--- src/rtl/wash_scheduler.sv ---
`default_nettype none
// ============================================================================
//  Module      : wash_scheduler
//  Description : Washing-machine program sequencer. Steps through the INLET,
//                WASH, DRAIN and DRY phases of the selected program, skipping
//                phases with a zero duration. It counts down the seconds of each
//                phase on the 1 Hz tick. It supports pause/resume and a
//                latched emergency stop.
//
//  Ports       : clk          - system clock, rising edge active
//                rst          - synchronous active-high reset
//                tick         - one-clk 1 Hz enable
//                start_p      - start / pause / resume / acknowledge key pulse
//                select_p     - program select key pulse (IDLE only)
//                emergency_p  - emergency stop key pulse
//                mode[1:0]    - selected program
//                count[5:0]   - remaining seconds of the current phase
//                inlet, wash, drain, dry - phase actuator enables
//                zheng, fan   - motor forward / reverse
//                alarm        - done or emergency indicator
//                busy         - high whenever not IDLE
//
//  Revision    : 1.0 - initial release
// ============================================================================
module wash_scheduler (
    input  logic       clk,
    input  logic       rst,
    input  logic       tick,
    input  logic       start_p,
    input  logic       select_p,
    input  logic       emergency_p,
    output logic [1:0] mode,
    output logic [5:0] count,
    output logic       inlet,
    output logic       wash,
    output logic       drain,
    output logic       dry,
    output logic       zheng,
    output logic       fan,
    output logic       alarm,
    output logic       busy
);

    // Active phases are encoded 1..4 so that (state - 1) is the phase index
    // and the state value itself is the index of the following phase.
    typedef enum logic [2:0] {
        S_IDLE  = 3'd0,
        S_INLET = 3'd1,
        S_WASH  = 3'd2,
        S_DRAIN = 3'd3,
        S_DRY   = 3'd4,
        S_PAUSE = 3'd5,
        S_DONE  = 3'd6,
        S_ESTOP = 3'd7
    } state_t;

    // Duration in seconds of phase p (0=inlet .. 3=dry) for program m.
    function automatic logic [5:0] phase_dur(input logic [1:0] m, input logic [1:0] p);
        logic [5:0] d;
        d = 6'd0;
        case (m)
            2'd0: d = (p == 2'd1) ? 6'd12 : 6'd6;
            2'd1: d = (p == 2'd1) ? 6'd8  : 6'd4;
            2'd2: d = (p == 2'd1) ? 6'd20 : 6'd8;
            default: d = (p == 2'd3) ? 6'd10 : 6'd0;
        endcase
        return d;
    endfunction

    // First phase with index >= first_idx that has a non-zero duration;
    // S_DONE when the program has no such phase left.
    function automatic state_t next_active(input logic [1:0] m, input logic [2:0] first_idx);
        state_t s;
        logic   found;
        s     = S_DONE;
        found = 1'b0;
        for (int i = 0; i < 4; i++) begin
            if (!found && (3'(i) >= first_idx) && (phase_dur(m, 2'(i)) != 6'd0)) begin
                s     = state_t'(3'(i) + 3'd1);
                found = 1'b1;
            end
        end
        return s;
    endfunction

    // Load value for count on entry to state s (0 for DONE).
    function automatic logic [5:0] state_dur(input logic [1:0] m, input state_t s);
        logic [2:0] v;
        logic [2:0] idx;
        v   = s;
        idx = v - 3'd1;
        if ((s == S_INLET) || (s == S_WASH) || (s == S_DRAIN) || (s == S_DRY)) begin
            return phase_dur(m, idx[1:0]);
        end
        return 6'd0;
    endfunction

    state_t     r_state;
    state_t     r_saved;
    logic [1:0] r_mode;
    logic [5:0] r_count;
    logic [2:0] r_mcnt;
    logic       r_inlet, r_wash, r_drain, r_dry, r_zheng, r_fan, r_alarm, r_busy;

    state_t     w_state_nxt;
    state_t     w_saved_nxt;
    state_t     w_adv;
    logic [1:0] w_mode_nxt;
    logic [5:0] w_count_nxt;
    logic [2:0] w_mcnt_nxt;
    logic       w_active;

    assign w_active = (r_state == S_INLET) || (r_state == S_WASH) ||
                      (r_state == S_DRAIN) || (r_state == S_DRY);

    // Next-state logic; priority emergency > start > tick > select, with
    // lower-priority events in the same cycle dropped.
    always_comb begin
        w_state_nxt = r_state;
        w_saved_nxt = r_saved;
        w_mode_nxt  = r_mode;
        w_count_nxt = r_count;
        w_mcnt_nxt  = r_mcnt;
        w_adv       = next_active(r_mode, 3'(r_state));

        if (r_state == S_IDLE) begin
            // emergency_p has no meaning before a program is running
            if (start_p) begin
                w_state_nxt = next_active(r_mode, 3'd0);
                w_count_nxt = state_dur(r_mode, w_state_nxt);
            end else if (!tick && select_p) begin
                w_mode_nxt = r_mode + 2'd1;
            end
        end else if (w_active) begin
            if (emergency_p) begin
                w_state_nxt = S_ESTOP;
            end else if (start_p) begin
                w_state_nxt = S_PAUSE;
                w_saved_nxt = r_state;
            end else if (tick) begin
                if (r_count > 6'd1) begin
                    w_count_nxt = r_count - 6'd1;
                    if (r_state == S_WASH) begin
                        w_mcnt_nxt = r_mcnt + 3'd1;
                    end
                end else begin
                    w_state_nxt = w_adv;
                    w_count_nxt = state_dur(r_mode, w_adv);
                end
            end
        end else if ((r_state == S_PAUSE) || (r_state == S_DONE)) begin
            if (emergency_p) begin
                w_state_nxt = S_ESTOP;
            end else if (start_p) begin
                w_state_nxt = (r_state == S_PAUSE) ? r_saved : S_IDLE;
            end
        end
        // S_ESTOP holds everything until reset

        // Fresh entry into WASH restarts the motor pattern; resuming from
        // PAUSE keeps the frozen position.
        if ((w_state_nxt == S_WASH) && (r_state != S_WASH) && (r_state != S_PAUSE)) begin
            w_mcnt_nxt = 3'd0;
        end
    end

    always_ff @(posedge clk) begin
        if (rst) begin
            r_state <= S_IDLE;
            r_saved <= S_IDLE;
            r_mode  <= 2'd0;
            r_count <= 6'd0;
            r_mcnt  <= 3'd0;
            r_inlet <= 1'b0;
            r_wash  <= 1'b0;
            r_drain <= 1'b0;
            r_dry   <= 1'b0;
            r_zheng <= 1'b0;
            r_fan   <= 1'b0;
            r_alarm <= 1'b0;
            r_busy  <= 1'b0;
        end else begin
            r_state <= w_state_nxt;
            r_saved <= w_saved_nxt;
            r_mode  <= w_mode_nxt;
            r_count <= w_count_nxt;
            r_mcnt  <= w_mcnt_nxt;
            r_inlet <= (w_state_nxt == S_INLET);
            r_wash  <= (w_state_nxt == S_WASH);
            r_drain <= (w_state_nxt == S_DRAIN) || (w_state_nxt == S_ESTOP);
            r_dry   <= (w_state_nxt == S_DRY);
            r_zheng <= (w_state_nxt == S_WASH) && !w_mcnt_nxt[2];
            r_fan   <= (w_state_nxt == S_WASH) &&  w_mcnt_nxt[2];
            r_alarm <= (w_state_nxt == S_DONE) || (w_state_nxt == S_ESTOP);
            r_busy  <= (w_state_nxt != S_IDLE);
        end
    end

    assign mode  = r_mode;
    assign count = r_count;
    assign inlet = r_inlet;
    assign wash  = r_wash;
    assign drain = r_drain;
    assign dry   = r_dry;
    assign zheng = r_zheng;
    assign fan   = r_fan;
    assign alarm = r_alarm;
    assign busy  = r_busy;

endmodule
`default_nettype wire

--- config.mk ---
export PLATFORM = sky130hd
export DESIGN_NAME = wash_scheduler
export DESIGN_NICKNAME = d
export VERILOG_FILES = /design/src/rtl/wash_scheduler.sv
export SDC_FILE = /design/constraint.sdc
export NUM_CORES = 1
export LEC_CHECK = 0
export ABC_AREA = 1
export CAP_MARGIN = 5
export CORE_UTILIZATION = 45
export DETAILED_ROUTE_END_ITERATION = 8
export PLACE_DENSITY = 0.78
export SETUP_SLACK_MARGIN = 0.1
export SKIP_LAST_GASP = 1
export SLEW_MARGIN = 15
export SYNTH_ARGS = -nofsm -noshare
export SYNTH_HDL_FRONTEND = slang
export SYNTH_SLANG_ARGS = --single-unit
--- constraint.sdc ---
create_clock -name clk -period 3.9 [get_ports clk]
set_input_delay 0.585 -clock clk [delete_from_list [all_inputs] [get_ports clk]]
set_output_delay 0.585 -clock clk [all_outputs]
set_load 0.1 [all_outputs]
==> results.txt, run 1 <==
#FFs+latches synth: 25
pin count of the biggest net entering global routing: 14
Seq/Total Area, Yosys: 30.23%
Slowest cell on crit path: clkdlybuf4s50_1
Slew HR: 35.00%
crit start category: flop
max-cap viol count: 0
minimum clock period: 2.499 ns
WP data arrival: 1.91 ns
Synth Area per Inst: 7.104 um2
final wirelength: 3490 um
RSZ-0062 raised after global routing: no
Worst Path Required: 3.31 ns
critical path type: flop to output port
Synth area leader: dfxtp_1
drt wl/cell: 11.63 um
kind of cell with the highest combined delay on the critical path: buffers and inverters
Yosys top cell area share: 30.23%
top cells by area, synth: dfxtp_1 (30%), nand2_1 (12%), ha_1 (8.3%)
ANT cells: 0
Initial Util: 48.09%
Netlist cell types: 31
first-pass GRT wire length: 6348 um
setup_tns: 0 ns
Slew Limit Fails: 0
post-synthesis mux area share: 1.285%
DRC: 0
CP Buf/Inv Count: 1
R2R Path Start: r_state[2]$_SDFF_PP0_
Clock Sinks: 25
vias in the first global route: 1,426
Cells after Synth: 233
largest family of logic cells by synthesized area: simple AND/OR/NAND/NOR gates
nets: 272
initial antenna violation count: 0
CP max FO: 7
Synth warnings: 0
Cell Rows: 21
CTS Buffer Depth: 2
Critical R2R Capture: count[5]$_SDFFE_PP0P_
clk_skew: 0.005009 ns
cts repair resizes: 0
Tcrit/Tclk final: 64.08%
crit-path max cell delay: 1.18 ns
num ports: 22
Compound-Gate Fraction of Synth Area: 12.47%
die area: 3925 um2
Iter 0 DRT Violations: 79
drt first pass iters: 4
GRT overflow: 0
H-tree level count: 1
via count: 1,513
post-route ant nets: 0
CTS Hold Buffers Added: 0
Setup Viol. Count Final: 0
status: finished clean
Worst setup endpoint: mode[1]
Hold Crit Class: flop to flop
crit end category: output port
Synth Area in Adders: 8.314%
Clock Latency Late Sink: 0.27 ns
Setup Buffers After CTS: 0
total track usage: 20.00%
Mapped Area: 1655 um2
Worst Setup SP: mode[1]$_SDFFE_PP0P_
r2r worst-path depth: 8
WP depth: 1
CTS Buf Count: 3
Cell Chain, Critical Path: clkdlybuf4s50_1
Root Driver: clkbuf_8
simple-gate portion of the synthesized area: 36.28%
Layout area overhead: 16.25%
placed cells: 296
final std cells w/o fill: 300
Final GP Congestion: 0.8920
Synthesized Nets: 250
highest clock rate: 400.2 MHz
die extent in x: 62.65 um
routed vias/inst: 5.043
hpwl dp: 2728 um
clock-pin slew on the worst setup and hold paths: 0.08 ns
Core Box Area: 3442 um2
layout cell share with drive strength beyond 1: 14.17%
Final Hold Viols: 0
worst slew pin tran: 0.9719 ns
number of I/O port buffers: 21
CTS tree: done
Synth Area in XOR/XNOR: 1.058%
chip height: 62.65 um
flop2flop setup slack: 1.80 ns
==> synthesized netlist by cell type (all sizes together) <==
library cell / instances
o2111ai: 1
nand2: 65
o21bai: 2
inv: 34
a31oi: 3
xor2: 2
a21oi: 20
mux2i: 1
nor3: 8
ha: 11
mux2: 1
dfxtp: 25
buf: 2
nand4: 4
clkbuf: 2
or2: 3
nand3: 16
nor2: 23
o21ai: 9
nand3b: 1
==> layer usage <==
layer	global-route usage, %	vias up	part of all wire, %
met5	0	-	0
met4	4.070	0	0.49
met3	4.380	4	5.7
met2	31.79	45	44
met1	27.64	664	50
li1	-	800	-
==> layout make-up <==
cell class	count	area, um2
fill	337	1518
multi-input combinational	170	983.4
sequential	25	500.5
timing repair buffer	21	210.2
inverter	34	127.6
tap	46	57.56
clock buffer	4	45.04
==> logic make-up (layout without fill, tap and decap cells) <==
logic type | Yosys count | after routing
AO/OA/AOI/OAI | 35 | 35
XOR/XNOR | 2 | 2
adder cells (fa/ha/maj) | 11 | 11
buffers and inverters | 38 | 59
flip-flops | 25 | 25
multiplexers | 2 | 2
AND/OR/NAND/NOR | 120 | 120
==> per-stage QoR <==
| step | instance area, um2 | utilization (%) | hold slack [ns] | setup slack [ns] |
|---|---|---|---|---|
| floorplan | 1655 | - | 0.4604 | 1.381 |
| detailed placement | 1879 | 54.60 | 0.4864 | 1.329 |
| global route | 1924 | 55.91 | 0.5320 | 1.344 |
| finish | 1924 | 55.91 | 0.4975 | 1.401 |
| global placement | 1879 | 54.60 | 0.4775 | 1.409 |
| CTS | 1924 | 55.91 | 0.5056 | 1.379 |
==> sequential cells by signal, indices dropped and copies added (netlist names) <==
register	cells
wash	1
alarm	1
r_state	3
fan	1
zheng	1
drain	1
r_mcnt	3
busy	1
r_saved	3
inlet	1
count	6
dry	1
mode	2
==> layout by cell type (no fill, tap or decap), drive strengths merged, types with 2 or more instances in the layout <==
cell type	instances
ha	11
nor2	23
a31oi	3
o21bai	2
nand4	4
nand3	16
clkbuf	4
a21oi	20
dfxtp	25
nor3	8
nand2	65
inv	34
o21ai	9
clkdlybuf4s50	21
xor2	2
or2	3
==> how the worst min path moves through the flow <==
| stage | cells after the start | slack [ns] | end | from |
|---|---|---|---|---|
| finish | 2 | 0.50 | r_saved[2]$_SDFFE_PP0P_ | r_saved[2]$_SDFFE_PP0P_ |
| CTS | 2 | 0.51 | r_saved[2]$_SDFFE_PP0P_ | r_saved[2]$_SDFFE_PP0P_ |
| global route | 2 | 0.53 | r_saved[2]$_SDFFE_PP0P_ | r_saved[2]$_SDFFE_PP0P_ |
| floorplan | 2 | 0.46 | r_saved[2]$_SDFFE_PP0P_ | r_saved[2]$_SDFFE_PP0P_ |
| detailed placement | 2 | 0.49 | r_saved[2]$_SDFFE_PP0P_ | r_saved[2]$_SDFFE_PP0P_ |
| global placement | 2 | 0.48 | r_saved[2]$_SDFFE_PP0P_ | r_saved[2]$_SDFFE_PP0P_ |
==> worst min-delay path, cell delays in order (launching register included) <==
cell,delay [ns]
dfxtp_1,0.33
mux2i_1,0.06
nor2_1,0.07
Power of run 1 is not shown: default switching activity piles up to over one toggle a cycle in this logic, so the estimate is an artifact.
==> run 2: changes to the inputs <==
==> constraint.sdc (replaced) <==
create_clock -name clk -period 2.35 [get_ports clk]
set_input_delay 0.3525 -clock clk [delete_from_list [all_inputs] [get_ports clk]]
set_output_delay 0.3525 -clock clk [all_outputs]
set_load 0.1 [all_outputs]
==> run 2 against run 1 <==
  * Global-route usage shrank 0.42 points
  * Flip-flop and latch count unchanged
  * Cell count is 0.67% higher
  * Clock skew down 0.0031 ns
  * Hold slack gained 0.0022 ns
==> results.txt, run 2 (synthesis results as in run 1) <==
status: finished clean
drt first pass iters: 4 (unchanged)
r2r worst-path depth: 8 (unchanged)
placed cells: 298 (+0.68%)
Core Box Area: 3442 um2 (unchanged)
CTS Hold Buffers Added: 0 (unchanged)
num ports: 22 (unchanged)
CP max FO: 11 (+4)
Worst Path Required: 2.55 ns (-0.76 ns)
CTS Buffer Depth: 2 (unchanged)
hpwl dp: 2811 um (+3.0%)
fill count: 333 (-1.2%)
Final Hold Viols: 0 (unchanged)
number of I/O port buffers: 21 (unchanged)
post-route ant nets: 0 (unchanged)
Final GP Congestion: 0.9277 (+4.0%)
Clock Sinks: 25 (unchanged)
Critical R2R Capture: count[5]$_SDFFE_PP0P_
Cell Rows: 21 (unchanged)
hold path startpoint: r_saved[2]$_SDFFE_PP0P_
CTS tree: done
Slew Limit Fails: 0 (unchanged)
hold path depth: 2 (unchanged)
Clock Latency Late Sink: 0.27 ns (about the same)
Layout area overhead: 15.27%
initial antenna violation count: 0 (unchanged)
most frequent cells in the layout: nand2_1 (51), inv_1 (32), dfxtp_1 (21)
total track usage: 19.58% (-0.42 points)
ANT cells: 0 (unchanged)
flop2flop setup slack: 0.37 ns (-1.43 ns)
critical path type: flop to flop
first-pass GRT wire length: 6106 um (-3.8%)
max reg flops: 6 (unchanged)
pin count of the biggest net entering global routing: 16 (+2)
final wirelength: 3473 um (-0.49%)
clock-pin slew on the worst setup and hold paths: 0.09 ns (about the same)
vias in the first global route: 1,433 (+0.49%)
chip height: 62.65 um (unchanged)
via count: 1,501 (-0.79%)
highest clock rate: 505.8 MHz
Root Driver: clkbuf_8
die extent in x: 62.65 um (unchanged)
final std cells w/o fill: 302 (+0.67%)
H-tree level count: 1 (unchanged)
Iter 0 DRT Violations: 118 (+49%)
Initial Util: 48.09% (unchanged)
Hold Crit Class: flop to flop
crit end category: flop
routed vias/inst: 4.970 (-1.5%)
Setup Viol. Count Final: 0 (unchanged)
setup_tns: 0 ns (unchanged)
WP data arrival: 2.18 ns (+0.27 ns)
clk_skew: 0.001923 ns (-0.003086 ns)
layout cell share with drive strength beyond 1: 23.05% (+8.9 points)
worst slew pin tran: 0.3439 ns (-0.6280 ns)
Setup Buffers After CTS: 0 (unchanged)
drt wl/cell: 11.50 um (-1.1%)
DRC: 0 (unchanged)
most common cell after layout, fill and taps aside: nand2_1
crit start category: flop
RSZ-0062 raised after global routing: no
nets: 274 (+0.74%)
Worst Setup SP: r_state[2]$_SDFF_PP0_
R2R Path Start: r_state[2]$_SDFF_PP0_
GRT overflow: 0 (unchanged)
die area: 3925 um2 (unchanged)
Worst Hold Path EP: r_saved[2]$_SDFFE_PP0P_
CTS Buf Count: 3 (unchanged)
max-cap viol count: 0 (unchanged)
Tcrit/Tclk final: 84.14%
minimum clock period: 1.977 ns
cts repair resizes: 0 (unchanged)
Slew HR: 76.95% (+42 points)
==> run 2: worst max-delay path by stage <==
stage | end | cells after the start | slack [ns]
5_1_grt | count[5]$_SDFFE_PP0P_ | 8 | 0.15
2_1_floorplan | r_mcnt[2]$_SDFF_PP0_ | 14 | 0.25
3_5_place_dp | count[5]$_SDFFE_PP0P_ | 7 | 0.37
3_3_place_gp | count[5]$_SDFFE_PP0P_ | 7 | 0.41
4_1_cts | count[5]$_SDFFE_PP0P_ | 8 | 0.40
6_report | count[5]$_SDFFE_PP0P_ | 8 | 0.37
==> run 2: area by class of cell <==
type                       instances  area (um2)  area share, %
multi-input combinational        170       983.4          51.54
sequential                        25       505.5          26.49
timing repair buffer              23       185.2          9.705
inverter                          34       127.6          6.689
tap                               46       57.56          3.016
clock buffer                       3       41.29          2.164
clock inverter                     1       7.507         0.3934
==> run 2: routing by layer <==
layer | global-route usage [%] | wire length, um | up-vias
met5 | 0 | 0 | -
met2 | 31.39 | 1492 | 48
li1 | - | - | 796
met1 | 24.97 | 1684 | 647
met3 | 3.832 | 206 | 10
met4 | 9.593 | 89 | 0
==> run 2: metrics by stage <==
stage               instance area (um2)  hold WS, ns  setup WS, ns  utilization (%)
floorplan                          1660       0.4604        0.2451                -
global placement                   1859       0.4832        0.4059            54.02
detailed placement                 1859       0.4900        0.3659            54.02
CTS                                1908       0.5049        0.3954            55.43
global route                       1908       0.5334        0.1492            55.43
finish                             1908       0.4997        0.3728            55.43
==> run 2: critical path, cell delays in order, from the launching register on <==
cell	delay [ns]
dfxtp_1	0.46
inv_1	0.18
nand2_2	0.19
inv_2	0.11
ha_1	0.32
nand3_2	0.23
o21bai_1	0.21
inv_1	0.05
nor3_1	0.15
Power of run 2 is left out for the same reason.
